### src/rtl/cla_nibble_serial_adder_pkg.sv
// Shared constants for the nibble-serial CLA adder: FSM encodings and slice width.
package cla_nibble_serial_adder_pkg;

  localparam int NIB_W = 4;

  typedef logic [1:0] state_t;

  localparam state_t ST_IDLE = 2'd0;
  localparam state_t ST_RUN  = 2'd1;
  localparam state_t ST_DONE = 2'd2;

endpackage

### src/rtl/cla_nibble_serial_adder_slice4.sv
// Purely combinational 4-bit carry-lookahead slice with group propagate/generate.
module cla_nibble_serial_adder_slice4
  import cla_nibble_serial_adder_pkg::*;
(
  input  logic [NIB_W-1:0] i_a,
  input  logic [NIB_W-1:0] i_b,
  input  logic             i_ci,
  output logic [NIB_W-1:0] o_s,
  output logic             o_co,
  output logic             o_pg,
  output logic             o_gg
);

  logic [NIB_W-1:0] w_p;
  logic [NIB_W-1:0] w_g;
  logic [NIB_W:0]   w_c;

  assign w_p = i_a ^ i_b;
  assign w_g = i_a & i_b;

  // Every carry is expanded directly from i_ci, so there is no ripple through the slice.
  assign w_c[0] = i_ci;
  assign w_c[1] = w_g[0] | (w_p[0] & i_ci);
  assign w_c[2] = w_g[1] | (w_p[1] & w_g[0]) | (w_p[1] & w_p[0] & i_ci);
  assign w_c[3] = w_g[2] | (w_p[2] & w_g[1]) | (w_p[2] & w_p[1] & w_g[0])
                | (w_p[2] & w_p[1] & w_p[0] & i_ci);
  assign w_c[4] = o_gg | (o_pg & i_ci);

  assign o_pg = &w_p;
  assign o_gg = w_g[3] | (w_p[3] & w_g[2]) | (w_p[3] & w_p[2] & w_g[1])
              | (w_p[3] & w_p[2] & w_p[1] & w_g[0]);

  assign o_s  = w_p ^ w_c[NIB_W-1:0];
  assign o_co = w_c[4];

endmodule

### src/rtl/cla_nibble_serial_adder.sv
// Multi-cycle adder: one 4-bit CLA slice reused per nibble, LSB first, with
// word-level PG/GG accumulated across passes and valid/ready on both sides.
//
// state   | meaning
// IDLE    | in_ready high, waiting for an operand pair
// RUN     | one nibble per cycle through the slice, carry held in r_c
// DONE    | result held on outputs until out_ready
module cla_nibble_serial_adder
  import cla_nibble_serial_adder_pkg::*;
#(
  parameter int WIDTH = 16
) (
  input  logic             clk,
  input  logic             rst_n,
  input  logic             i_in_valid,
  output logic             o_in_ready,
  input  logic [WIDTH-1:0] i_a,
  input  logic [WIDTH-1:0] i_b,
  input  logic             i_cin,
  output logic             o_out_valid,
  input  logic             i_out_ready,
  output logic [WIDTH-1:0] o_sum,
  output logic             o_cout,
  output logic             o_pg,
  output logic             o_gg
);

  localparam int NIB   = WIDTH / NIB_W;
  localparam int CNT_W = $clog2(NIB);

  state_t             r_state;
  logic [WIDTH-1:0]   r_a_sh;
  logic [WIDTH-1:0]   r_b_sh;
  logic [WIDTH-1:0]   r_sum_sh;
  logic               r_c;
  logic [CNT_W-1:0]   r_cnt;
  logic               r_pg_acc;
  logic               r_gg_acc;

  logic [NIB_W-1:0]   w_s;
  logic               w_co;
  logic               w_pg;
  logic               w_gg;

  cla_nibble_serial_adder_slice4 u_cla_slice4 (
    .i_a  (r_a_sh[NIB_W-1:0]),
    .i_b  (r_b_sh[NIB_W-1:0]),
    .i_ci (r_c),
    .o_s  (w_s),
    .o_co (w_co),
    .o_pg (w_pg),
    .o_gg (w_gg)
  );

  always_ff @(posedge clk or negedge rst_n) begin
    if (!rst_n) begin
      r_state  <= ST_IDLE;
      r_a_sh   <= '0;
      r_b_sh   <= '0;
      r_sum_sh <= '0;
      r_c      <= 1'b0;
      r_cnt    <= '0;
      r_pg_acc <= 1'b0;
      r_gg_acc <= 1'b0;
    end else begin
      case (r_state)
        ST_IDLE: begin
          if (i_in_valid) begin
            r_a_sh   <= i_a;
            r_b_sh   <= i_b;
            r_c      <= i_cin;
            r_cnt    <= '0;
            r_pg_acc <= 1'b1;
            r_gg_acc <= 1'b0;
            r_state  <= ST_RUN;
          end
        end
        ST_RUN: begin
          r_c      <= w_co;
          r_sum_sh <= {w_s, r_sum_sh[WIDTH-1:NIB_W]};
          r_a_sh   <= r_a_sh >> NIB_W;
          r_b_sh   <= r_b_sh >> NIB_W;
          r_pg_acc <= w_pg & r_pg_acc;
          // Higher nibble's generate wins; otherwise it passes the lower group's generate through.
          r_gg_acc <= w_gg | (w_pg & r_gg_acc);
          r_cnt    <= r_cnt + CNT_W'(1);
          if (r_cnt == CNT_W'(NIB - 1)) begin
            r_state <= ST_DONE;
          end
        end
        ST_DONE: begin
          if (i_out_ready) begin
            r_state <= ST_IDLE;
          end
        end
        default: r_state <= ST_IDLE;
      endcase
    end
  end

  assign o_in_ready  = (r_state == ST_IDLE);
  assign o_out_valid = (r_state == ST_DONE);
  assign o_sum       = r_sum_sh;
  assign o_cout      = r_c;
  assign o_pg        = r_pg_acc;
  assign o_gg        = r_gg_acc;

endmodule

### config.mk
export PLATFORM = sky130hd
export DESIGN_NAME = cla_nibble_serial_adder
export DESIGN_NICKNAME = d
export VERILOG_FILES = /design/src/rtl/cla_nibble_serial_adder_pkg.sv /design/src/rtl/cla_nibble_serial_adder_slice4.sv /design/src/rtl/cla_nibble_serial_adder.sv
export SDC_FILE = /design/constraint.sdc
export NUM_CORES = 1
export LEC_CHECK = 0
export CORE_MARGIN = 2
export CORE_UTILIZATION = 25
export CTS_BUF_LIST = sky130_fd_sc_hd__clkbuf_2
export DETAILED_ROUTE_END_ITERATION = 6
export GPL_TIMING_DRIVEN = 0
export SLEW_MARGIN = 40
export SYNTH_ARGS = -nofsm -noshare
export SYNTH_HDL_FRONTEND = slang
export SYNTH_SLANG_ARGS = --single-unit
### constraint.sdc
create_clock -name clk -period 1.7 [get_ports clk]
set_input_delay 0.34 -clock clk [delete_from_list [all_inputs] [get_ports clk]]
set_output_delay 0.34 -clock clk [all_outputs]
set_load 0.005 [all_outputs]
Word level (Yosys, flattened, before mapping) --
Index checks and enable logic that the tools add are counted.
Word-level totals: register bits 55, output and inout port bits 21
Operators by class: $add $sub $neg 1, eq/ne operators 6, muxes and demuxes 16, bitwise operators 31, reductions and logical operators 5
Operators by type and width (count):
- one-hot mux 16 bit (2 select lines) | 2
- 2-to-1 mux 16 bit | 2
- bitwise AND 1 bit | 17
- bitwise OR 1 bit | 11
- 2-to-1 mux 2 bit | 4
- XOR 4 bit | 2
- one-hot mux 1 bit (2 select lines) | 3
- one-hot mux 2 bit (3 select lines) | 1
- bitwise AND 4 bit | 1
- equality test 2 bit, second input constant | 2
- != test 2 bit, second input constant | 2
- one-hot mux 2 bit (2 select lines) | 1
- AND reduction 4 bit | 1
- 2-to-1 mux 1 bit | 3
- AND reduction 3 bit | 1
- adder 2 x 1 -> 2 bit, second input constant | 1
- equality test 2 x 1 -> 1 bit, second input constant | 1
- zero test 2 bit | 1
- != test 2 x 1 -> 1 bit, second input constant | 1
- AND reduction 2 bit | 1
- nonzero test 2 bit | 1

Logic depth before layout (Yosys ltp) --
word-level depth 7, depth in mapped cells 5

By module --
From an unflattened synthesis, not the netlist that was laid out.
Second synthesis, totals: cells, all modules 276, area total of the unflattened synthesis 2846.5 µm²
By module, submodules not included:
- cla_nibble_serial_adder | instances 1, cells an instance 254, area an instance 2652.5 µm², sequential area each 1376.3 µm²
- cla_nibble_serial_adder_slice4 | instances 1, cells an instance 22, area an instance 193.9 µm², sequential area each 0.0 µm²

Least setup slack after synthesis --
Ideal clock, no wire load.
kind reg2reg, start point register r_a_sh[1], end point register r_gg_acc (netlist: o_gg), setup time 0.139 ns, arrival 1.278 ns, required time 1.561 ns, setup slack 0.283 ns, cell stages (with the launch flop) 5, buffers on the path 0, period minus slack after synthesis 1.417 ns, cell sequence dfrtp_1 ha_1 a21o_1 a211oi_1 o32ai_1
On the way: cells in the longest elaborated chain, start to end 6
Ends and longest elaborated chain:
- from (decl) | line cla_nibble_serial_adder.sv:32 | logic [WIDTH-1:0] r_a_sh;
- from (signal assigned) | line cla_nibble_serial_adder.sv:69 | r_a_sh <= i_a;
- from (signal assigned) | line cla_nibble_serial_adder.sv:81 | r_a_sh <= r_a_sh >> NIB_W;
- bitwise AND 4 bit or XOR 4 bit (tied branches) | line cla_nibble_serial_adder_slice4.sv:19, cla_nibble_serial_adder_slice4.sv:18
- bitwise AND 1 bit (on tied branches) | line cla_nibble_serial_adder_slice4.sv:30, cla_nibble_serial_adder_slice4.sv:31
- bitwise OR 1 bit or bitwise AND 1 bit (tied branches) | line cla_nibble_serial_adder_slice4.sv:30, cla_nibble_serial_adder_slice4.sv:31
- bitwise OR 1 bit | line cla_nibble_serial_adder_slice4.sv:31 | | (w_p[3] & w_p[2] & w_p[1] & w_g[0]);
- bitwise OR 1 bit * | line cla_nibble_serial_adder.sv:85 | r_gg_acc <= w_gg | (w_pg & r_gg_acc);
- one-hot mux 1 bit (2 select lines) * | line cla_nibble_serial_adder.sv:66 | case (r_state)
- to (signal assigned) | line cla_nibble_serial_adder.sv:85
- to (decl) | line cla_nibble_serial_adder.sv:38 | logic r_gg_acc;
Every way passes the cells marked *; elsewhere a longest branch is shown, timed or not. A chain may end at the register's enable or synchronous reset.

Worst setup path after layout --
start point register r_state[1], end point output port o_in_ready
On the way: cells in the longest elaborated chain, start to end 1
Ends and longest elaborated chain:
- from (decl) | line cla_nibble_serial_adder.sv:31 | state_t r_state;
- from (signal assigned) | line cla_nibble_serial_adder.sv:57 | r_state <= ST_IDLE;
- from (signal assigned) | line cla_nibble_serial_adder.sv:75 | r_state <= ST_RUN;
- from (signal assigned) | line cla_nibble_serial_adder.sv:88 | r_state <= ST_DONE;
- zero test 2 bit | line cla_nibble_serial_adder.sv:101 | assign o_in_ready = (r_state == ST_IDLE);
- to (decl) | line cla_nibble_serial_adder.sv:16 | output logic o_in_ready,
Every way passes these cells.

==> impl_table.tex <==
\begin{tabular}{lr}
\hline
Metric & Value \\
\hline
\multicolumn{2}{l}{\textbf{STA}} \\
\quad Clock Skews & 0.0447 ns \\
\quad Total of endpoints with negative setup slack in the final report & 1 \\
\quad Max frequency & 583 MHz \\
\quad Worst relative slew slack & 64.8\% \\
\quad Final number of max-transition violations & 0 \\
\quad Pin slew with the least headroom to its limit & 0.527 ns \\
\quad Final Hold Violating Endpoints & 0 \\
\quad Crit path time final & 1.72 ns \\
\quad Total negative slack & -0.0161 ns \\
\quad Post-route setup slack & -0.0161 ns \\
\quad Share of the clock period used by the worst path after layout & 101\% \\
\quad Setup repair after global routing missed its margin & yes \\
\multicolumn{2}{l}{\textbf{Setup path}} \\
\quad Largest stage delay, worst path & 0.47 ns \\
\quad Endpoint kind of the worst setup timing path & output pin \\
\quad Library cell contributing the largest single delay on the critical path & sky130\_fd\_sc\_hd\_\_dfrtp\_1 \\
\quad Depth of the worst register-to-register path & 6 \\
\quad Arrival time reported for the critical path endpoint & 1.38 ns \\
\quad Maximum fanout along the worst path & 10 \\
\quad Critical R2R Capture & r\_b\_sh[3] \\
\quad Worst path buffer plus inverter count & 3 \\
\quad Worst-path cell chain & buf\_6, buf\_8, nor2\_4, buf\_2 \\
\quad Flop2flop setup slack & 0.14 ns \\
\quad Beginning of the worst register-to-register path & r\_state[1] \\
\quad Kind of cell adding the most delay to the critical path & flip-flops \\
\quad Startpoint type of the worst setup path & register \\
\quad Req. time, crit path & 1.36 ns \\
\quad Critical setup path kind & reg2out \\
\multicolumn{2}{l}{\textbf{Global route}} \\
\quad Via count of the first global-routing pass & 2423 \\
\quad Global-route wire length before repair & 12400 um \\
\quad Initial antenna violation count & 0 \\
\quad Total grt overflow & 0 \\
\quad Largest net degree at the start of global routing & 35 \\
\quad Overall routing resource usage & 13.6\% \\
\multicolumn{2}{l}{\textbf{Place}} \\
\quad Input/output buffers & 57 \\
\quad Global placer's final weighted congestion & 0.755 \\
\quad Placed instance count & 480 \\
\quad Setup Slack @ Placement & -0.349 ns \\
\quad HPWL after detailed placement & 5290 um \\
\multicolumn{2}{l}{\textbf{Floorplan}} \\
\quad Chip height & 107 um \\
\quad Initial cell density of the core & 25.7\% \\
\quad Horizontal die dimension & 107 um \\
\quad I/O Pins & 58 \\
\quad Row cnt & 37 \\
\quad Area enclosed by the die boundary & 11500 um\^{}2 \\
\quad CORE AREA & 10400 um\^{}2 \\
\multicolumn{2}{l}{\textbf{Min path}} \\
\quad Class of the tightest hold or removal check & in2async \\
\multicolumn{2}{l}{\textbf{Clock tree}} \\
\quad Root buffer selected by CTS & sky130\_fd\_sc\_hd\_\_clkbuf\_2 \\
\quad TritonCTS clock tree & yes \\
\quad Number of buffers added by the clock tree synthesis step & 5 \\
\quad Clock sink count & 55 \\
\quad Worst-case clock buffer depth & 2 \\
\quad Clock-pin slew of the registers on the worst-case setup and hold paths & 0.31 ns \\
\quad CTS H-Tree Depth & 2 \\
\quad Clock latency at the later pin of the worst-skew pair & 0.45 ns \\
\multicolumn{2}{l}{\textbf{Layout}} \\
\quad Number of nets in the layout & 421 \\
\quad Antenna diode count & 0 \\
\quad Number of standard cells in the final layout excluding fillers & 515 \\
\quad Fraction of layout cells with a size suffix above 1 & 15.6\% \\
\quad Most frequent standard cell in the layout excluding fill and tap cells & sky130\_fd\_sc\_hd\_\_dfrtp\_1 \\
\quad Leading cell types in the layout, fill and taps excluded & sky130\_fd\_sc\_hd\_\_dfrtp\_1, sky130\_fd\_sc\_hd\_\_nand2\_1, sky130\_fd\_sc\_hd\_\_o21ai\_1, sky130\_fd\_sc\_hd\_\_clkdlybuf4s50\_1, sky130\_fd\_sc\_hd\_\_a21oi\_1 \\
\quad \# fillers & 1080 \\
\quad Layout overhead on the synthesized area & 41.0\% \\
\multicolumn{2}{l}{\textbf{Synthesis}} \\
\quad Instance count of the mapped netlist & 286 \\
\quad Post-synthesis register bit count & 55 \\
\quad Count of cell types in the netlist & 31 \\
\quad Cell area after synthesis & 2670 um\^{}2 \\
\quad Fraction of the mapped netlist area in simple logic gates & 16.7\% \\
\quad Multiplexer fraction of the synthesized cell area & 0.375\% \\
\quad Synthesized Nets & 329 \\
\quad Adder-cell share of the synthesized area & 3.09\% \\
\quad Primary FF master, synth & sky130\_fd\_sc\_hd\_\_dfrtp\_1 \\
\quad Proportion of synthesized chip area in sequential cells & 51.5\% \\
\quad Dominant combinational cell family by area after synthesis & compound AO/OA/AOI/OAI gates \\
\quad Xor and xnor area share after synthesis & 0.328\% \\
\quad Average size of a mapped cell & 9.34 um\^{}2 \\
\quad Number of enable flip-flop cells after synthesis & 0 \\
\quad Async set-or-reset flop fraction in the synthesized netlist & 100\% \\
\quad Compound-cell area share of the yosys netlist & 23.4\% \\
\quad Ys Warns & 0 \\
\multicolumn{2}{l}{\textbf{Drt}} \\
\quad Antenna-violating nets left & 0 \\
\quad Detailed-route vias per instance & 4.69 \\
\quad Total via count after detailed routing & 2413 \\
\quad Remaining routing DRC violations & 0 \\
\quad Number of DRC markers in iteration 0 & 121 \\
\quad Avg WL per Cell & 14.7 um \\
\quad Routed Wire Length & 7570 um \\
\quad DR pass1 iterations & 4 \\
\multicolumn{2}{l}{\textbf{Pwr}} \\
\quad Power, Total & 6.18 mW \\
\quad Maximum vdd drop & 0.000728 V \\
\quad Cell area power density & 1640 nW/um\^{}2 \\
\quad Leakage power summed over all cells & 1.79 nW \\
\multicolumn{2}{l}{\textbf{Status}} \\
\quad Outcome & finished with violations \\
\quad Failing checks & setup timing \\
\multicolumn{2}{l}{\textbf{Run}} \\
\quad Max-cap violations & 0 \\
\hline
\end{tabular}
[layer usage]
layer / vias up / part of all wire, % / global-route usage, %
met2: 72 / 49 / 23.1
li1: 1178 / - / -
met1: 1158 / 45 / 18.3
met5: - / 0 / 0
met3: 5 / 5.3 / 2.36
met4: 0 / 0.48 / 2.75
[cell usage after synthesis, drive strengths merged, types with 2 or more instances]
master,n,area share [%]
a22o,2,0.66
a22oi,23,6.5
nor2b,28,6.6
a21oi,28,5.2
dfrtp,55,52
nand2,53,7.5
a211oi,3,0.84
a21o,2,0.56
inv,7,0.98
clkbuf,4,0.56
ha,5,2.3
o21ai,39,7.3
a2bb2oi,2,0.66
nor2,4,0.56
buf,16,3.0
[registers in the layout, summed over array words and instances, names as in the netlist]
register  cells
o_sum        16
r_a_sh       16
r_b_sh       16
r_cnt         2
r_state       2
o_cout        1
o_gg          1
o_pg          1
[report_power, final]
| part | switching [mW] | internal, mW |
|---|---|---|
| registers | 0.350 | 1.84 |
| clock network | 0.420 | 0.401 |
| logic | 1.61 | 1.56 |
| total | 2.38 | 3.80 |
[what timing repair did]
item	4_1_cts	5_1_grt
pin swaps	1	1
resized for setup	35	6
endpoints found under the hold margin	21	0
hold buffers	1	0
endpoints found under the setup margin	19	8
buffers inserted	20	6
[stage by stage]
stage | util [%] | cell area [um^2] | hold slack (ns)
5_1_grt | 36.3 | 3770 | 0.236
3_3_place_gp | 32.9 | 3410 | 0.456
3_5_place_dp | 33.1 | 3430 | 0.247
4_1_cts | 35.7 | 3710 | 0.261
2_1_floorplan | - | 2670 | 0.0444
6_report | 36.3 | 3770 | 0.256
[logic make-up (layout without fill, tap and decap cells)]
| group | Yosys count | in the layout |
|---|---|---|
| muxes | 1 | 1 |
| buffers and inverters | 27 | 120 |
| DFF | 55 | 55 |
| adders and majority gates | 6 | 6 |
| AOI/OAI and AO/OA | 104 | 104 |
| xor gates and xnor gates | 1 | 1 |
| and+or+nand+nor | 92 | 92 |
[how the worst max path moves through the flow]
stage | startpoint | cells after the start | slack, ns | end
2_1_floorplan | r_a_sh[1] | 4 | 0.28 | o_gg
3_3_place_gp | rst_n | 1 | -1.47 | r_b_sh[11]
3_5_place_dp | r_state[0] | 4 | -0.35 | o_in_ready
4_1_cts | r_state[1] | 4 | -0.04 | o_in_ready
5_1_grt | r_state[0] | 4 | -0.14 | o_in_ready
6_report | r_state[1] | 4 | -0.02 | o_in_ready
[area by class of cell]
type,instances,area (um^2),share of cell area (%)
plain buffers,20,139,3.69
clock inverters,2,60.1,1.59
well taps,136,170,4.52
clock buffers,6,30.0,0.797
inverters,7,26.3,0.698
repair buffers,85,782,20.8
flip-flops and latches,55,1380,36.5
multi-input cells,204,1180,31.4
No activity file was read; power rests on OpenSTA's default activity.
